**src/rtl/riscv_pkg.sv**
```systemverilog
// Shared RV32I definitions: word width, canonical NOP and the instruction-memory FSM states.
package riscv_pkg;

  localparam int unsigned XLEN = 32;

  localparam logic [31:0] INST_NOP = 32'h0000_0013;

  typedef enum logic [1:0] {
    CLEAR,
    IDLE,
    LOAD
  } imem_state_t;

endpackage

```
**src/rtl/imem_array.sv**
```systemverilog
// DEPTH x XLEN storage: one synchronous write port and one asynchronous read port, no reset.
module imem_array #(
  parameter int unsigned XLEN  = 32,
  parameter int unsigned DEPTH = 128,
  localparam int unsigned AW   = $clog2(DEPTH)
) (
  input  logic            clk_i,
  input  logic            we_i,
  input  logic [AW-1:0]   waddr_i,
  input  logic [XLEN-1:0] wdata_i,
  input  logic [AW-1:0]   raddr_i,
  output logic [XLEN-1:0] rdata_o
);

  logic [XLEN-1:0] mem_q [DEPTH];

  always_ff @(posedge clk_i) begin
    if (we_i) begin
      mem_q[waddr_i] <= wdata_i;
    end
  end

  assign rdata_o = mem_q[raddr_i];

endmodule

```
**src/rtl/inst_mem_ctrl.sv**
```systemverilog
// Instruction memory controller: post-reset clearing sweep, streaming loader with overflow
// detection, and an asynchronous fetch port that returns NOP while the array is busy.
module inst_mem_ctrl #(
  parameter int unsigned XLEN  = riscv_pkg::XLEN,
  parameter int unsigned DEPTH = 128,
  localparam int unsigned AW   = $clog2(DEPTH)
) (
  input  logic            clk,
  input  logic            rst,
  input  logic [31:0]     pc,
  output logic [XLEN-1:0] inst,
  output logic            inst_valid,
  output logic            pc_fault,
  output logic            busy,
  input  logic            clr_req,
  input  logic            ld_start,
  input  logic [AW-1:0]   ld_base,
  input  logic            ld_valid,
  output logic            ld_ready,
  input  logic [XLEN-1:0] ld_data,
  input  logic            ld_last,
  output logic            ld_done,
  output logic            ld_err
);

  import riscv_pkg::*;

  localparam logic [AW-1:0] LastIdx = AW'(DEPTH - 1);

  imem_state_t     state_q, state_d;
  logic [AW-1:0]   ptr_q, ptr_d;
  logic            ld_done_q, ld_done_d;
  logic            ld_err_q, ld_err_d;

  logic            we;
  logic [XLEN-1:0] wdata;
  logic [XLEN-1:0] rdata;

  always_ff @(posedge clk or posedge rst) begin
    if (rst) begin
      state_q   <= CLEAR;
      ptr_q     <= '0;
      ld_done_q <= 1'b0;
      ld_err_q  <= 1'b0;
    end else begin
      state_q   <= state_d;
      ptr_q     <= ptr_d;
      ld_done_q <= ld_done_d;
      ld_err_q  <= ld_err_d;
    end
  end

  always_comb begin
    state_d   = state_q;
    ptr_d     = ptr_q;
    ld_done_d = 1'b0;
    ld_err_d  = ld_err_q;
    we        = 1'b0;
    wdata     = '0;
    unique case (state_q)
      CLEAR: begin
        we    = 1'b1;
        ptr_d = ptr_q + 1'b1;
        if (ptr_q == LastIdx) begin
          state_d = IDLE;
        end
      end
      IDLE: begin
        // clr_req wins over a simultaneous ld_start.
        if (clr_req) begin
          ptr_d   = '0;
          state_d = CLEAR;
        end else if (ld_start) begin
          ptr_d    = ld_base;
          ld_err_d = 1'b0;
          state_d  = LOAD;
        end
      end
      LOAD: begin
        if (ld_valid) begin
          we    = 1'b1;
          wdata = ld_data;
          ptr_d = ptr_q + 1'b1;
          if (ld_last) begin
            state_d   = IDLE;
            ld_done_d = 1'b1;
          end else if (ptr_q == LastIdx) begin
            // Burst ran past the top of the array: stop rather than wrap to index 0.
            state_d   = IDLE;
            ld_done_d = 1'b1;
            ld_err_d  = 1'b1;
          end
        end
      end
      default: begin
        state_d = CLEAR;
        ptr_d   = '0;
      end
    endcase
  end

  imem_array #(
    .XLEN  (XLEN),
    .DEPTH (DEPTH)
  ) u_array (
    .clk_i   (clk),
    .we_i    (we),
    .waddr_i (ptr_q),
    .wdata_i (wdata),
    .raddr_i (pc[AW+1:2]),
    .rdata_o (rdata)
  );

  assign busy       = (state_q != IDLE);
  assign inst_valid = (state_q == IDLE);
  assign inst       = inst_valid ? rdata : XLEN'(INST_NOP);
  assign ld_ready   = (state_q == LOAD);
  assign ld_done    = ld_done_q;
  assign ld_err     = ld_err_q;
  assign pc_fault   = (pc[1:0] != 2'b00) || ((pc >> (AW + 2)) != 32'd0);

endmodule

```
**config.mk**
```make
export PLATFORM = sky130hd
export DESIGN_NAME = inst_mem_ctrl
export DESIGN_NICKNAME = d
export VERILOG_FILES = /design/src/rtl/riscv_pkg.sv /design/src/rtl/imem_array.sv /design/src/rtl/inst_mem_ctrl.sv
export SDC_FILE = /design/constraint.sdc
export NUM_CORES = 2
export LEC_CHECK = 0
export ABC_CLOCK_PERIOD_IN_PS = 6050
export CAP_MARGIN = 10
export CORE_UTILIZATION = 47
export CTS_CLUSTER_SIZE = 25
export DETAILED_ROUTE_END_ITERATION = 7
export DONT_BUFFER_PORTS = 1
export GPL_TIMING_DRIVEN = 0
export SLEW_MARGIN = 10
export SYNTH_ARGS = -nofsm -noshare
export SYNTH_HDL_FRONTEND = slang
export SYNTH_SLANG_ARGS = --single-unit
```
**constraint.sdc**
```tcl
create_clock -name clk -period 6.05 [get_ports clk]
set_clock_uncertainty 0.2 [all_clocks]
set_input_delay 1.5125 -clock clk [delete_from_list [all_inputs] [get_ports clk]]
set_output_delay 1.5125 -clock clk [all_outputs]
set_load 0.01 [all_outputs]
```
==> out/results.md <==
| Result | Reported | Unit |
|---|---|---|
| Mean instance size in the synthesized netlist | 22.1 | sq um |
| Required time reported for the critical path endpoint | 4.34 | ns |
| Number of instances in the synthesized netlist | 7,125 | - |
| DR top layer | met5 | - |
| Width of the die | 581 | um |
| Number of cells traversed by the worst register-to-register path | 8 | - |
| DRT Wirelength | 473,000 | um |
| Fraction of synthesis flops using an asynchronous set or reset pin | 0.268 | % |
| CTS clock-pin slew for the worst setup and hold paths | 0.06 | ns |
| Syn. warnings | 0 | - |
| Global-route wire length before repair | 646,000 | um |
| Antenna violations before repair | 23 | - |
| Total clock sinks | 4,107 | - |
| Length of routed met3 wiring | 48,800 | um |
| Tcrit/Tclk final | 103 | % |
| Overall track demand over capacity in global routing | 27.8 | % |
| RSZ-0062 raised after global routing | yes | - |
| Startpoint type of the worst setup path | input port | - |
| Fraction of the yosys area taken by sequential cells | 78.2 | % |
| Post-layout nets | 7,920 | - |
| Number of vias after detailed routing | 80,300 | - |
| Tightest Pin Transition | 1.30 | ns |
| Number of primary I/O pins | 115 | - |
| Data arrival, critical path | 4.52 | ns |
| Critical Path Fanout Max | 7 | - |
| Final number of setup-violating endpoints | 28 | - |
| Remaining DRCs | 0 | - |
| Site row count | 212 | - |
| Launch point of the worst reg-to-reg path | state_q[0] | - |
| Setup slack of the worst register-to-register path | 1.39 | ns |
| Most used flip-flop cell after synthesis | edfxtp_1 | - |
| Number of clock buffers inserted by TritonCTS | 418 | - |
| Final WS setup | -0.187 | ns |
| Clock network fraction of total power | 40.1 | % |
| CORE AREA | 0.334 | sq mm |
| Share of total power in sequential cells | 51.4 | % |
| Number of iterations in the first detailed-routing pass | 6 | - |
| Clock latency on the worst-skew pair | 1.00 | ns |
| Violated checks | negative setup slack | - |
| Buffers from clock root to sink, at most | 4 | - |
| Maximum clock rate | 0.160 | GHz |
| CTS tree | yes | - |
| Switching share of power | 23.5 | % |
| Weighted congestion at the end of routability-driven global placement | 0.988 | - |
| Drt initial violations | 11,400 | - |
| Final total negative setup slack | -2.02 | ns |
| H-tree depth | 5 | - |
| Total count of max-transition violations in the final report | 0 | - |
| Mapped Nets | 7,203 | - |
| Met2 wire length | 217,000 | um |
| Count of different cell masters after synthesis | 55 | - |
| Combinational Power Share | 8.5 | % |
| Max-cap violations | 0 | - |
| Worst Hold Class | in -> async | - |
| Number of synthesized flops with an enable pin | 4,096 | - |
| Final critical path time including I/O delays and setup | 6.24 | ns |
| Switching power summed over all nets | 14.8 | mW |
| Total global routing overflow | 0 | - |
| Static leakage | 61.6 | nW |
| Met1 wire length | 185,000 | um |
| Share of layout cells above drive strength 1 | 32.5 | % |
| Die height | 581 | um |
| Layout overhead on the synthesized area | 19.1 | % |
| Status | finished, violations left | - |
| Synthesized area | 0.158 | sq mm |
| Start-to-end type of the worst setup path | in -> out | - |
| Final Hold Slack | 0.215 | ns |
| Starting density of the core | 47.2 | % |
| Clock tree root buffer cell | clkbuf_16 | - |
| Largest net degree at the start of global routing | 87 | - |
| Post-DR vias/cell | 6.38 | - |
| Post-route antenna net violation count | 0 | - |
| Power Density | 335 | mW/mm^2 |
| Critical R2R Capture | u_array.mem_q[110][12] | - |
| Cell internal power dissipation | 48.1 | mW |
| Detailed placer's ending HPWL | 320,000 | um |
| Maximum vdd ir drop | 0.260 | mV |
| Total die area | 0.338 | sq mm |
| Average wire length per cell after detail routing | 37.6 | um |
| Crit. End Element | output pin | - |
| Slew margin rel. | 13.5 | % |
| Vias in the first global route | 79,400 | - |
| Final Hold Viols | 0 | - |
| Number of storage elements in the synthesis netlist | 4,107 | - |
| Port buffer count | 0 | - |
## logic make-up (layout without fill, tap and decap cells)
group                      Yosys count  in the layout  share of synthesized area (%)
muxes                             1461           1461                           16.3
AOI/OAI and AO/OA                  580            580                           2.54
adders and majority gates            1              1                        0.00794
buffers and inverters              409           1477                           1.14
DFF                               4107           4107                           78.2
and+or+nand+nor                    563            563                           1.75
other                                0              9                              0
xor gates and xnor gates             4              4                         0.0222
## placed cells by master (no fill, tap or decap), drive strengths merged, types with 31 or more instances in the layout
cell,n
edfxtp,4096
clkbuf,702
nor2,211
a21oi,46
nand4,39
mux2,62
clkinv,196
o22ai,191
buf,507
a22oi,199
nand2,67
mux4,883
nor2b,49
nor3,37
and3,38
mux2i,516
a211oi,31
nand3,54
nor4,35
a22o,41
## cell usage after synthesis, types with 2 or more instances
cell type	number	share of area (%)
nor2b_1	49	0.19
nor4_1	35	0.14
inv_1	6	0.014
nand4_1	39	0.15
buf_4	10	0.048
xor2_1	3	0.017
buf_1	45	0.11
nand2b_1	7	0.028
or2_2	3	0.012
nor3_1	36	0.11
buf_2	157	0.50
dfrtp_1	11	0.17
buf_6	2	0.014
mux4_1	3	0.050
clkbuf_1	186	0.44
a21oi_1	46	0.15
edfxtp_1	4096	78
a22o_1	41	0.23
and3_1	38	0.15
o22ai_1	191	0.76
a221oi_1	7	0.039
and4_1	3	0.017
a31oi_1	30	0.12
or4_1	3	0.014
or3_1	2	0.0079
o32ai_1	3	0.017
nor3b_1	2	0.0095
nand4b_1	3	0.017
nand3_1	54	0.17
o211ai_1	2	0.0095
mux2_2	62	0.44
a2111oi_0	3	0.017
a311oi_1	5	0.028
a22oi_1	199	0.95
nand2_1	67	0.16
o21ai_0	16	0.051
mux2i_1	516	3.3
nor2_1	211	0.50
inv_2	2	0.0048
a211oi_1	31	0.15
mux4_2	880	13
and2_1	7	0.028
## layer usage
metal  track usage, %  up-vias
met5                0        -
met4             11.2        2
met3             6.54      771
met2             42.4     4298
met1             38.8    43400
li1                 -    31900
## registers in the layout, indices dropped and copies added, names as in the netlist
name	cells
ld_err	1
u_array.mem_q	4096
ld_done	1
ptr_q	7
state_q	2
## power groups by stage
| stage | clock [mW] | sequential [mW] | combinational [mW] |
|---|---|---|---|
| after global placement | 0 | 33.0 | 4.14 |
| after detailed placement | 0 | 32.9 | 4.90 |
| after floorplan | 0 | 32.8 | 2.39 |
| final | 25.2 | 32.3 | 5.36 |
| after CTS | 25.4 | 32.3 | 5.26 |
| after global routing | 26.5 | 32.3 | 5.49 |
## area by class of cell
type                       count  area (sq um)
antenna                        9          22.5
clock inverter               253          2170
fill                       24400        146000
buffer                       399          3500
multi-input combinational   2609         36400
tap                         4387          5490
clock buffer                 518         11100
sequential                  4107        123000
timing repair buffer         299          5830
inverter                       8          30.0
## timing repair
action / in CTS / in global routing
pin swaps: 70 / 33
hold buffers: 0 / 0
cloned: 5 / 3
endpoints found under the setup margin: 32 / 31
resized for setup: 973 / 116
buffers inserted: 46 / 14
## how the worst max path moves through the flow
| stage | start | end | slack, ns | cells after the start |
|---|---|---|---|---|
| after CTS | pc[2] | inst[18] | -0.06 | 12 |
| after global routing | pc[8] | inst[21] | -0.09 | 8 |
| after floorplan | pc[2] | inst[10] | 0.66 | 10 |
| after global placement | pc[3] | inst[18] | -3.41 | 9 |
| final | pc[2] | inst[17] | -0.19 | 11 |
| after detailed placement | pc[3] | inst[7] | -2.29 | 9 |
## worst max-delay path: stages
cell and delay [ns]:
buf_12 0.10, buf_12 0.15, buf_16 0.18, buf_16 0.22, buf_12 0.16, mux4_2 0.52, a22oi_2 0.25, nand4_1 0.60
nor4_2 0.35, buf_4 0.29, a31oi_4 0.14
## stage by stage
| stage | std cells | setup slack, ns | cell area [sq um] | power, mW | utilization [%] |
|---|---|---|---|---|---|
| floorplan | 7125 | 0.661 | 158000 | 35.2 | - |
| detailed placement | 11700 | -2.29 | 169000 | 37.8 | 50.8 |
| global placement | 11500 | -3.41 | 163000 | 37.1 | 48.9 |
| global route | 12600 | -0.0897 | 188000 | 64.2 | 56.3 |
| CTS | 12600 | -0.0580 | 187000 | 63.0 | 56.1 |
| finish | 12600 | -0.187 | 188000 | 62.8 | 56.3 |
Power figures use the tool's default switching activity.
